## src/rtl/pe_pkg.sv

```systemverilog
// ---------------------------------------------------------------------------
// pe_pkg -- shared types and helpers for the pe_mac_drain processing element.
//   state_t          : drain FSM states (COMPUTE, DRAIN)
//   extend_product() : sign/zero extension of a raw product to accumulator width
//   sat_max/sat_min  : saturation limits for a given accumulator width
// Helpers work on a MAX_W-bit carrier; callers cast the result to their width.
// ---------------------------------------------------------------------------
package pe_pkg;

  typedef enum logic [0:0] {
    COMPUTE = 1'b0,
    DRAIN   = 1'b1
  } state_t;

  localparam int MAX_W = 64;
  typedef logic [MAX_W-1:0] wide_t;

  // Ones in the low w bits.
  function automatic wide_t low_mask(input int w);
    return ~wide_t'(0) >> (MAX_W - w);
  endfunction

  // Extend a pw-bit product held in the low bits of prod.
  function automatic wide_t extend_product(input wide_t prod, input int pw,
                                           input logic is_signed);
    wide_t m;
    logic  sign;
    m    = low_mask(pw);
    sign = |(prod & (wide_t'(1) << (pw - 1)));
    if (is_signed && sign) return prod | ~m;
    return prod & m;
  endfunction

  function automatic wide_t sat_max(input int w, input logic is_signed);
    return is_signed ? low_mask(w - 1) : low_mask(w);
  endfunction

  function automatic wide_t sat_min(input int w, input logic is_signed);
    return is_signed ? (low_mask(w) & ~low_mask(w - 1)) : '0;
  endfunction

endpackage

```

## src/rtl/pe_mac_unit.sv

```systemverilog
// ---------------------------------------------------------------------------
// pe_mac_unit -- combinational multiply, extend, accumulate and overflow detect.
//   a_i, b_i         : operands (DATA_WIDTH)
//   signed_mode_i    : 1 = two's complement, 0 = unsigned
//   acc_i            : current accumulator
//   restart_i        : accumulate onto zero instead of acc_i
//   sum_o            : next accumulator value if the MAC fires
//   ovf_o            : this add overflowed
// Optional macro PE_SATURATE_EN: clamp sum_o to the limit on overflow.
// ---------------------------------------------------------------------------
module pe_mac_unit
  import pe_pkg::*;
#(
  parameter int DATA_WIDTH = 8,
  parameter int ACC_WIDTH  = 32
) (
  input  logic [DATA_WIDTH-1:0] a_i,
  input  logic [DATA_WIDTH-1:0] b_i,
  input  logic                  signed_mode_i,
  input  logic [ACC_WIDTH-1:0]  acc_i,
  input  logic                  restart_i,
  output logic [ACC_WIDTH-1:0]  sum_o,
  output logic                  ovf_o
);

  localparam int PW = 2 * DATA_WIDTH;

  logic [PW-1:0]        a_ext, b_ext, prod;
  logic [ACC_WIDTH-1:0] ext, addend, raw;
  logic                 carry, s_ovf;

  // Low PW bits of the product of extended operands equal the true signed or
  // unsigned product, so one multiplier serves both modes.
  assign a_ext = signed_mode_i ? {{DATA_WIDTH{a_i[DATA_WIDTH-1]}}, a_i}
                               : {{DATA_WIDTH{1'b0}}, a_i};
  assign b_ext = signed_mode_i ? {{DATA_WIDTH{b_i[DATA_WIDTH-1]}}, b_i}
                               : {{DATA_WIDTH{1'b0}}, b_i};
  assign prod  = a_ext * b_ext;

  assign ext    = ACC_WIDTH'(extend_product({{(MAX_W-PW){1'b0}}, prod}, PW, signed_mode_i));
  assign addend = restart_i ? '0 : acc_i;

  assign {carry, raw} = {1'b0, addend} + {1'b0, ext};
  assign s_ovf = (addend[ACC_WIDTH-1] == ext[ACC_WIDTH-1]) &&
                 (raw[ACC_WIDTH-1] != addend[ACC_WIDTH-1]);
  assign ovf_o = signed_mode_i ? s_ovf : carry;

`ifdef PE_SATURATE_EN
  localparam logic [ACC_WIDTH-1:0] SMAX = ACC_WIDTH'(sat_max(ACC_WIDTH, 1'b1));
  localparam logic [ACC_WIDTH-1:0] SMIN = ACC_WIDTH'(sat_min(ACC_WIDTH, 1'b1));
  localparam logic [ACC_WIDTH-1:0] UMAX = ACC_WIDTH'(sat_max(ACC_WIDTH, 1'b0));

  // Signed overflow direction follows the sign both addends shared.
  // Unsigned overflow can only be a carry past the top.
  always_comb begin
    sum_o = raw;
    if (ovf_o) sum_o = signed_mode_i ? (addend[ACC_WIDTH-1] ? SMIN : SMAX) : UMAX;
  end
`else
  assign sum_o = raw;
`endif

endmodule

```

## src/rtl/pe_mac_drain.sv

```systemverilog
// ---------------------------------------------------------------------------
// pe_mac_drain -- output-stationary MAC PE with in-column drain shift chain.
//   in_north_*/in_west_*   : operands + valids; MAC fires when both valid
//   out_south_*/out_east_* : operands + valids forwarded with 1-cycle latency
//   signed_mode            : operand interpretation
//   acc_clear              : first beat of a tile; accumulator restarts
//   drain_start            : column-wide pulse; snapshot acc and shift out
//   drain_in*/drain_out*   : drain chain, north to south
//   busy                   : high while draining
//   overflow               : sticky overflow for the current tile
// Optional macro PE_SATURATE_EN: saturating accumulation (see pe_mac_unit).
// ---------------------------------------------------------------------------
module pe_mac_drain
  import pe_pkg::*;
#(
  parameter int DATA_WIDTH = 8,
  parameter int ACC_WIDTH  = 32,
  parameter int ROWS       = 4,
  parameter int ROW_IDX    = 0
) (
  input  logic                  clk,
  input  logic                  rst_n,
  input  logic [DATA_WIDTH-1:0] in_north_data,
  input  logic                  in_north_valid,
  input  logic [DATA_WIDTH-1:0] in_west_data,
  input  logic                  in_west_valid,
  input  logic                  signed_mode,
  input  logic                  acc_clear,
  input  logic                  drain_start,
  output logic [DATA_WIDTH-1:0] out_south_data,
  output logic                  out_south_valid,
  output logic [DATA_WIDTH-1:0] out_east_data,
  output logic                  out_east_valid,
  input  logic [ACC_WIDTH-1:0]  drain_in,
  input  logic                  drain_in_valid,
  output logic [ACC_WIDTH-1:0]  drain_out,
  output logic                  drain_out_valid,
  output logic                  busy,
  output logic                  overflow
);

  localparam int CNT_W = $clog2(ROWS) + 1;
  // A PE must pass on one result from every PE above it (ROW_IDX shifts);
  // the exit edge is itself a shift, so the count loads one less. The top PE
  // still takes one (harmless, invalid) shift.
  localparam int SHIFT_INIT = (ROW_IDX > 0) ? ROW_IDX - 1 : 0;

  state_t                state_q, state_d;
  logic [CNT_W-1:0]      cnt_q, cnt_d;
  logic [ACC_WIDTH-1:0]  acc_q, acc_d;
  logic                  ovf_q, ovf_d;
  logic [ACC_WIDTH-1:0]  drain_q, drain_d;
  logic                  drain_v_q, drain_v_d;
  logic [DATA_WIDTH-1:0] south_q, east_q;
  logic                  south_v_q, east_v_q;

  logic                  fire, snap, restart, mac_ovf;
  logic [ACC_WIDTH-1:0]  mac_sum;

  assign fire    = in_north_valid && in_west_valid;
  assign snap    = drain_start && (state_q == COMPUTE);
  assign restart = acc_clear || snap;

  pe_mac_unit #(
    .DATA_WIDTH(DATA_WIDTH),
    .ACC_WIDTH (ACC_WIDTH)
  ) u_mac (
    .a_i          (in_north_data),
    .b_i          (in_west_data),
    .signed_mode_i(signed_mode),
    .acc_i        (acc_q),
    .restart_i    (restart),
    .sum_o        (mac_sum),
    .ovf_o        (mac_ovf)
  );

  always_comb begin
    // NOTE: every variable gets a default first so no path leaves it unassigned (no latches).
    state_d   = state_q;
    cnt_d     = cnt_q;
    acc_d     = acc_q;
    ovf_d     = ovf_q;
    drain_d   = drain_q;
    drain_v_d = drain_v_q;

    // Accumulation runs in both states so the next tile overlaps the drain.
    if (restart) begin
      acc_d = fire ? mac_sum : '0;
      ovf_d = 1'b0;
    end else if (fire) begin
      acc_d = mac_sum;
      ovf_d = ovf_q | mac_ovf;
    end

    unique case (state_q)
      COMPUTE: begin
        drain_v_d = 1'b0;
        if (drain_start) begin
          drain_d   = acc_q;
          drain_v_d = 1'b1;
          cnt_d     = CNT_W'(SHIFT_INIT);
          state_d   = DRAIN;
        end
      end
      DRAIN: begin
        drain_d   = drain_in;
        drain_v_d = drain_in_valid;
        if (cnt_q == '0) state_d = COMPUTE;
        else             cnt_d   = cnt_q - CNT_W'(1);
      end
      default: state_d = COMPUTE;
    endcase
  end

  // NOTE: sequential state uses non-blocking assignments so all registers update together.
  always_ff @(posedge clk or negedge rst_n) begin
    if (!rst_n) begin
      state_q   <= COMPUTE;
      cnt_q     <= '0;
      acc_q     <= '0;
      ovf_q     <= 1'b0;
      drain_q   <= '0;
      drain_v_q <= 1'b0;
      south_q   <= '0;
      south_v_q <= 1'b0;
      east_q    <= '0;
      east_v_q  <= 1'b0;
    end else begin
      state_q   <= state_d;
      cnt_q     <= cnt_d;
      acc_q     <= acc_d;
      ovf_q     <= ovf_d;
      drain_q   <= drain_d;
      drain_v_q <= drain_v_d;
      south_q   <= in_north_data;
      south_v_q <= in_north_valid;
      east_q    <= in_west_data;
      east_v_q  <= in_west_valid;
    end
  end

  assign out_south_data  = south_q;
  assign out_south_valid = south_v_q;
  assign out_east_data   = east_q;
  assign out_east_valid  = east_v_q;
  assign drain_out       = drain_q;
  assign drain_out_valid = drain_v_q;
  assign busy            = (state_q == DRAIN);
  assign overflow        = ovf_q;

endmodule
```

## config.mk

```make
export PLATFORM = sky130hd
export DESIGN_NAME = pe_mac_drain
export DESIGN_NICKNAME = d
export VERILOG_FILES = /design/src/rtl/pe_pkg.sv /design/src/rtl/pe_mac_unit.sv /design/src/rtl/pe_mac_drain.sv
export SDC_FILE = /design/constraint.sdc
export NUM_CORES = 1
export LEC_CHECK = 0
export ABC_AREA = 1
export CORE_ASPECT_RATIO = 1.1
export CORE_MARGIN = 2
export CORE_UTILIZATION = 50
export CTS_CLUSTER_DIAMETER = 50
export CTS_CLUSTER_SIZE = 30
export DETAILED_ROUTE_END_ITERATION = 8
export PLACE_DENSITY = 0.75
export REMOVE_ABC_BUFFERS = 1
export SLEW_MARGIN = 10
export SYNTH_ARGS = -nofsm -noshare
export SYNTH_HDL_FRONTEND = slang
export SYNTH_SLANG_ARGS = --single-unit
```

## constraint.sdc

```tcl
create_clock -name clk -period 4.1 [get_ports clk]
set_input_delay 0.615 -clock clk [delete_from_list [all_inputs] [get_ports clk]]
set_output_delay 0.615 -clock clk [all_outputs]
set_load 0.05 [all_outputs]
```

==> results of run 1 <==
## kinds of logic (layout without fill, tap and decap cells)
kind of cell    Yosys count  in the layout
xor+xnor                 35             35
simple gates            484            484
flops                    88             88
compound gates          147            147
buf+inv                 354            695
fa+ha+maj               147            147
## cell usage in the layout, fill, tap and decap left out, types with 4 or more instances in the layout
cell type / count
a21oi_1: 17
a21oi_2: 14
a21oi_4: 13
buf_12: 4
buf_4: 185
buf_6: 78
clkbuf_16: 10
clkdlybuf4s50_1: 91
dfrtp_1: 88
fa_1: 64
fa_2: 5
ha_1: 41
ha_2: 6
ha_4: 31
inv_1: 225
inv_2: 78
inv_4: 9
nand2_1: 229
nand2_2: 45
nand2_4: 26
nand3_1: 35
nand3_2: 21
nand3_4: 6
nand4_1: 14
nor2_1: 60
nor2_2: 14
nor2_4: 16
nor3_2: 4
o211ai_1: 30
o21ai_0: 6
o21ai_1: 17
o21ai_2: 9
o21bai_4: 4
o22ai_1: 24
xnor2_2: 9
xor2_1: 17
xor2_2: 5
## layer usage
metal,track usage,vias to the layer above,part of all wire
met5,0,-,0
met4,0.157,0,0.090
met3,0.0393,296,0.080
met2,0.557,721,0.49
met1,0.342,4912,0.34
li1,-,4520,-
## layout make-up
class | count | area (um2)
Multi-Input combinational cell | 813 | 7120
Timing Repair Buffer | 366 | 3350
Clock buffer | 11 | 243
Tap cell | 243 | 304
Sequential cell | 88 | 2200
Clock inverter | 4 | 52.6
Fill cell | 1037 | 3870
Inverter | 314 | 1210
## metrics by stage
stage / instance area, um2 / instances / util
after floorplan: 9130 / 1215 / -
after global placement: 11900 / 1753 / 0.650
after detailed placement: 11900 / 1753 / 0.650
after CTS: 13300 / 1809 / 0.728
after global routing: 14500 / 1839 / 0.789
final: 14500 / 1839 / 0.789
## what timing repair did
action,CTS,global route
setup endpoints to repair,29,28
cloned,0,1
hold buffers,0,0
setup buffers,46,44
endpoints found under the hold margin,0,0
gates resized for setup,291,257
pin swaps,117,147
## worst max path at each step
stage,startpoint,to,slack [ps],depth (start not counted)
detailed placement,in_west_data[2],acc_q[24]$_DFFE_PN0P_,-3490,35
finish,in_north_data[7],acc_q[27]$_DFFE_PN0P_,-2870,38
global placement,in_west_data[2],acc_q[23]$_DFFE_PN0P_,-3390,35
CTS,in_north_data[7],acc_q[23]$_DFFE_PN0P_,-2230,38
floorplan,in_west_data[4],acc_q[24]$_DFFE_PN0P_,-2680,34
global route,in_west_data[2],acc_q[27]$_DFFE_PN0P_,-2980,37
## state kept, by name (all words and copies together) (netlist names)
name and flops:
busy 1, overflow 1, out_south_data 8, out_south_valid 1, out_east_data 8, cnt_q 3
drain_out 32, out_east_valid 1, acc_q 32, drain_out_valid 1
==> impl_metrics.toml, run 1 <==
[routing]
dr_total_vias = 10400
viasPerCell = 5.68
first_iter_violations = 933
drtPass1Iterations = 6
routedWlPerCell_um = 19.9
drc = 0
wl_um = 36600
antenna_left = 0

[place]
gp_congestion = 0.992
dp_hpwl_um = 19800
pre_cts_slack_ps = -3490
portBuffers = 108

[final_layout]
drive_gt1_frac = 0.390
area_growth_pct = 55.1
num_antenna_cells = 0
final_nets = 1795

[logic_synthesis]
synth.ff_latch_count = 88
yosys.area_share.simple = 0.233
synth_top_family_by_area = "adder cells"
ys.warnings.count = 0
synthCells = 1255
ys_types = 43
synth.area.top_cells = "dfrtp_1 24%, fa_1 15%, inv_1 12%"
yosys.area.top_type_share = 0.236
synth_compound_area_frac = 0.0972
synth_edf_count = 0
synth.most_common_cell = "inv_1"
synth_xor_area_frac = 0.0328
muxShareOfSynthArea = 0
synth_top_area_cell = "dfrtp_1"
synth.top_cells.by_count = "309 x inv_1, 283 x nand2_1, 88 x dfrtp_1, 78 x ha_1, 78 x nor2_1"
ys_seq_area_frac = 0.236
syn_avg_cell_area_um2 = 7.44
yosys.area_share.adder = 0.253
synth-async-reset-ratio = 1.00
netlist_area_um2 = 9340
ys.flop_type = "dfrtp_1"

[sta]
setup_viol = 28
rsz0062_at_grt = "true"
slew_viol_final = 0
max_freq_mhz = 144
setup_slack_ps = -2870
hold_ws_ps = 357
fin_tns_setup_ps = -60930
final_hold_viol_count = 0
max_slew_margin = 0.393
worst_slew_pin_slew_ps = 911
min_period_ps = 6970
finClkSkew_ps = 8.04
post-route-period-util = 1.70

[worst_setup_path]
regToRegEndpoint = "acc_q[23]$_DFFE_PN0P_"
crit_path_max_fanout = 7
critPathMaxStageDelay_ps = 550
worstPathBufferInverterCount = 13
crit_family = "adder cells"
critical_path_required_ps = 4370
start_kind = "input port"
crit_arrival_ps = 7230
end_kind = "flop"
worst-setup-path-type = "input port to flop"
regToRegStartpoint = "busy$_DFF_PN0_"
cp_slowest_cell = "fa_1"
worst-r2r-cell-count = 27
rrSetupSlack_ps = 80

[global_routing]
grt_pass1_vias = 9986
grt_overflow = 0
grt_usage = 0.304
antenna_found_initial = 0
grt_max_degree = 70
grt_pass1_wl_um = 47800

[clocking]
cts_buffer_depth = 2
insertion_delay_ps = 360
cts-root-buf = "clkbuf_16"
cts_buffers = 9
clock-sinks = 88
clk_pin_slew_ps = 70
cts_tree = "yes"
htreeDepth = 3

[die]
start_util = 0.509
rows = 52
ios = 109
core_um2 = 18300
die_x_um = 134
dieArea_um2 = 19800
fp.dieH_um = 147

[run_status]
status = "complete, but fails checks"
failed_checks = "setup timing"

[run]
cap_violations = 0

[hold_path]
worst_hold_path_type = "input port to asynchronous set/reset pin"
Power of run 1 is left out: the tool's default activity adds up to more than one toggle a clock period on the data nets, which glitch-free logic cannot reach.
==> run 2, diff against run 1 <==
--- a/config.mk
+++ b/config.mk
@@ -8,11 +8,11 @@
 export ABC_AREA = 1
 export CORE_ASPECT_RATIO = 1.1
 export CORE_MARGIN = 2
-export CORE_UTILIZATION = 50
+export CORE_UTILIZATION = 58
 export CTS_CLUSTER_DIAMETER = 50
 export CTS_CLUSTER_SIZE = 30
 export DETAILED_ROUTE_END_ITERATION = 8
-export PLACE_DENSITY = 0.75
+export PLACE_DENSITY = 0.82
 export REMOVE_ABC_BUFFERS = 1
 export SLEW_MARGIN = 10
 export SYNTH_ARGS = -nofsm -noshare
==> constraint.sdc (replaced) <==
create_clock -name clk -period 7.7 [get_ports clk]
set_input_delay 1.155 -clock clk [delete_from_list [all_inputs] [get_ports clk]]
set_output_delay 1.155 -clock clk [all_outputs]
set_load 0.05 [all_outputs]
==> run 2 against run 1 <==
- the flow now finishes without violations
- via count is 15% lower
- critical path depth decreased by 1
- flip-flop and latch count is the same
- largest cell class unchanged
==> impl_metrics.toml, run 2 (same netlist as run 1, synthesis figures left out) <==
[global_routing]
grt_max_degree = 49
grt_overflow = 0
grt_pass1_wl_um = 41400
antenna_found_initial = 0
grt_pass1_vias = 8955
grt_usage = 0.297

[worst_setup_path]
regToRegStartpoint = "busy$_DFF_PN0_"
critical_path_required_ps = 7930
startpoint = "signed_mode"
crit_end = "overflow$_DFFE_PN0P_"
worst-r2r-cell-count = 25
worst-setup-path-type = "input port to flop"
rrSetupSlack_ps = 3400
crit_arrival_ps = 7840
cp_slowest_cell = "fa_1"
end_kind = "flop"
start_kind = "input port"
regToRegEndpoint = "acc_q[20]$_DFFE_PN0P_"
crit_path_max_fanout = 6
critPathMaxStageDelay_ps = 540

[sta]
slew_viol_final = 0
finClkSkew_ps = 9.15
worst_slew_pin_slew_ps = 1070
post-route-period-util = 0.989
final_hold_viol_count = 0
min_period_ps = 7610
max_slew_margin = 0.284
fin_tns_setup_ps = 0
max_freq_mhz = 131
setup_viol = 0
setup_slack_ps = 86.5

[clocking]
cts_buffers = 9
clock-sinks = 88
cts_buffer_depth = 2
clk_pin_slew_ps = 70
insertion_delay_ps = 360
cts-root-buf = "clkbuf_16"
cts_tree = "yes"
holdBufCountCts = 0
htreeDepth = 3

[routing]
wl_um = 25600
antenna_left = 0
viasPerCell = 5.24
first_iter_violations = 466
routedWlPerCell_um = 15.1
dr_total_vias = 8907
drc = 0
drtPass1Iterations = 5

[final_layout]
instances_no_fill = 1700
drive_gt1_frac = 0.187
area_growth_pct = 31.5
num_antenna_cells = 0
final_nets = 1698
layout_commonest_cell = "inv_1"
layout_common_cells = "304 x inv_1, 279 x nand2_1, 155 x buf_4"

[die]
die_x_um = 125
dieArea_um2 = 17100
ios = 109
rows = 48
fp.dieH_um = 137
start_util = 0.593
core_um2 = 15700

[run_status]
status = "complete, no violations"

[hold_path]
worst_hold_path_type = "flop to flop"

[power_and_ir_drop]
peakVddDrop_mv = 0.363
powerDensity_nw_per_um2 = 437
leakagePower_nw = 6.71

[place]
pre_cts_slack_ps = -540
place_inst = 1670
portBuffers = 108
dp_hpwl_um = 19500
gp_congestion = 0.928

[run]
cap_violations = 0
-- run 2: final cells by class --
type                            count  area [um2]
Sequential cell                    88        2200
Timing Repair Buffer              269        2360
Fill cell                        1092        3460
Inverter                          314        1180
Tap cell                          200         250
Clock buffer                        9         225
Clock inverter                      7        73.8
Multi-Input combinational cell    813        5990
-- run 2: repair_timing --
action                     CTS  global route
pin swaps                    6            20
setup buffers                4             8
gates cloned                 0             2
gates resized for setup     14            57
setup endpoints to repair   10            19
-- run 2: power by group --
part | internal [W] | total (W) | leakage (nW) | switching (W)
Combinational | 0.00194 | 0.00432 | 5.44 | 0.00238
Sequential | 0.000563 | 0.000602 | 1.13 | 0.0000381
Clock | 0.000229 | 0.000447 | 0.140 | 0.000218
-- run 2: worst min path at each step --
stage / from / endpoint / slack, ps / cells after the start
3_3_place_gp: acc_q[29]$_DFFE_PN0P_ / drain_out[29]$_DFFE_PN0P_ / 470 / 2
3_5_place_dp: acc_q[29]$_DFFE_PN0P_ / drain_out[29]$_DFFE_PN0P_ / 480 / 2
4_1_cts: acc_q[29]$_DFFE_PN0P_ / drain_out[29]$_DFFE_PN0P_ / 500 / 2
2_1_floorplan: acc_q[29]$_DFFE_PN0P_ / drain_out[29]$_DFFE_PN0P_ / 450 / 2
5_1_grt: acc_q[29]$_DFFE_PN0P_ / drain_out[29]$_DFFE_PN0P_ / 520 / 2
6_report: acc_q[29]$_DFFE_PN0P_ / drain_out[29]$_DFFE_PN0P_ / 490 / 2
-- run 2: metrics by stage --
step	area (um2)	power [W]	hold WS, ps	utilization
after floorplan	9130	0.00289	452	-
after global placement	11600	0.00433	471	0.736
after detailed placement	11600	0.00446	484	0.736
after CTS	12000	0.00502	496	0.761
after global routing	12300	0.00583	520	0.780
final	12300	0.00537	492	0.780
-- run 2: worst max-delay path: cells and delay by family --
| family | cells | cell delay [ps] |
|---|---|---|
| AOI/OAI and AO/OA | 1 | 60 |
| adders and majority gates | 8 | 3540 |
| buffers and inverters | 10 | 950 |
| and+or+nand+nor | 18 | 2140 |
-- run 2: layer usage --
layer	part of all wire	wire (um)	GRT usage	up-vias
met2	0.51	13000	0.540	272
met1	0.41	10500	0.364	4254
met5	0	0	0	-
li1	-	-	-	4320
met3	0.045	1150	0.0328	61
met4	0.037	947	0.120	0
(Power assumes the default switching activity.)
==> run 3, diff against run 2 <==
--- a/config.mk
+++ b/config.mk
@@ -8,11 +8,11 @@
 export ABC_AREA = 1
 export CORE_ASPECT_RATIO = 1.1
 export CORE_MARGIN = 2
-export CORE_UTILIZATION = 58
+export CORE_UTILIZATION = 53
 export CTS_CLUSTER_DIAMETER = 50
 export CTS_CLUSTER_SIZE = 30
 export DETAILED_ROUTE_END_ITERATION = 8
-export PLACE_DENSITY = 0.82
+export PLACE_DENSITY = 0.79
 export REMOVE_ABC_BUFFERS = 1
 export SLEW_MARGIN = 10
 export SYNTH_ARGS = -nofsm -noshare
==> constraint.sdc (replaced) <==
create_clock -name clk -period 6.9 [get_ports clk]
set_input_delay 1.035 -clock clk [delete_from_list [all_inputs] [get_ports clk]]
set_output_delay 1.035 -clock clk [all_outputs]
set_load 0.05 [all_outputs]
==> run 3 against run 2 <==
- the run now ends with setup timing left
- worst setup slack lost 280 ps
- wire length increased by 16%
- clock skew down 1.4 ps
- sequential share of layout area shrank 1.5 points
- first-iteration DRC count is 50% higher
- flip-flop and latch count stayed put
- global-route usage shrank 0.56 points
- clock power up 7.8%
- non-clock buffer count grew 56
- die area rose by 9.1%
- sequential power up 12%
- cell area is 9.3% higher
==> impl_metrics.toml, run 3 (same netlist as run 1, synthesis figures left out) <==
[clocking]
clk_pin_slew_ps = 70
insertion_delay_ps = 360
holdBufCountCts = 0
cts-root-buf = "clkbuf_16"
cts_buffers = 9
htreeDepth = 3
clock-sinks = 88
cts_buffer_depth = 2
cts_tree = "yes"

[run]
cap_violations = 0

[worst_setup_path]
critPathMaxStageDelay_ps = 540
worst-r2r-cell-count = 28
worst-setup-path-type = "input port to flop"
crit_top_cell = "nand2_1"
end_kind = "flop"
cp_slowest_cell = "fa_1"
crit_arrival_ps = 7300
crit_path_max_fanout = 11
critical_path_required_ps = 7110
start_kind = "input port"

[routing]
antenna_left = 0
drtPass1Iterations = 5
dr_total_vias = 9535
viasPerCell = 5.33
wl_um = 29700
first_iter_violations = 700
drc = 0
routedWlPerCell_um = 16.6

[sta]
max_slew_margin = 0.277
setup_slack_ps = -194
post-route-period-util = 1.03
rsz0062_at_grt = "true"
slew_viol_final = 0
max_freq_mhz = 141
hold_ws_ps = 492
min_period_ps = 7090
finClkSkew_ps = 7.79
final_hold_viol_count = 0
setup_viol = 16
worst_slew_pin_slew_ps = 1080

[power_and_ir_drop]
peakVddDrop_mv = 0.492
leakagePower_nw = 7.01
powerDensity_nw_per_um2 = 571
power_w = 0.00766

[final_layout]
final_nets = 1754
area_growth_pct = 43.7
instances_no_fill = 1790
drive_gt1_frac = 0.310
layout_commonest_cell = "inv_1"
num_antenna_cells = 0
fill_cells = 1141
layout_common_cells = "264 x inv_1, 247 x nand2_1, 188 x buf_4"

[run_status]
failed_checks = "setup timing"
status = "complete, but fails checks"

[place]
gp_congestion = 0.928
pre_cts_slack_ps = -1230
portBuffers = 108
dp_hpwl_um = 19400
place_inst = 1732

[hold_path]
hold_depth = 1
worst_hold_path_type = "flop to flop"

[die]
start_util = 0.545
rows = 50
ios = 109
fp.dieH_um = 143
die_x_um = 131
core_um2 = 17100
dieArea_um2 = 18700

[global_routing]
antenna_found_initial = 0
grt_usage = 0.292
grt_pass1_vias = 9272
grt_pass1_wl_um = 43300
grt_overflow = 0
grt_max_degree = 69
[run 3: routing by layer]
metal  global-route usage  share of wire  up-vias
li1                     -              -     4446
met1                0.358           0.39     4532
met2                0.518           0.50      417
met3               0.0416          0.054      140
met4                0.109          0.056        0
met5                    0              0        -
[run 3: layout make-up]
class	count	area [um2]	area share
inverter	314	1200	0.0896
clock inverter	5	38.8	0.00289
clock buffer	11	243	0.0181
sequential	88	2200	0.164
tap	234	293	0.0218
timing repair buffer	325	2800	0.209
multi-input combinational	813	6640	0.494
[run 3: repair_timing]
item	in CTS	in global routing
pin swaps	77	96
hold endpoints to repair	0	0
endpoints found under the setup margin	21	20
gates resized for setup	168	183
buffers inserted	20	23
[run 3: stage by stage]
stage          utilization  TNS (ps)  cell area (um2)
2_1_floorplan            -     -2050             9130
3_3_place_gp         0.689    -17320            11800
3_5_place_dp         0.689    -21190            11800
4_1_cts              0.737         0            12600
5_1_grt              0.783     -5570            13400
6_report             0.783     -1670            13400
[run 3: final timing paths]
kind                                               endpoint  slack, ps            startpoint
worst max-delay path                  acc_q[28]$_DFFE_PN0P_       -190           signed_mode
worst min-delay path                   cnt_q[0]$_DFFE_PN0P_        490  cnt_q[0]$_DFFE_PN0P_
worst max register to register        acc_q[20]$_DFFE_PN0P_       2470        busy$_DFF_PN0_
worst min register to register         cnt_q[0]$_DFFE_PN0P_        490  cnt_q[0]$_DFFE_PN0P_
max in group asynchronous       out_south_data[3]$_DFF_PN0_       5140                 rst_n
min in group asynchronous       out_south_data[2]$_DFF_PN0_        550                 rst_n
[run 3: worst max-delay path, delay by kind of cell]
kind	cells	cell delay, ps
adders and majority gates	6	2850
xor gates and xnor gates	1	160
and+or+nand+nor	20	2440
AOI/OAI and AO/OA	1	80
buffers and inverters	7	690
[run 3: report_power, final]
group	internal (W)	switching, W	total [W]
Combinational	0.00295	0.00355	0.00650
Clock	0.000257	0.000225	0.000482
Sequential	0.000629	0.0000430	0.000672
Total	0.00384	0.00382	0.00766
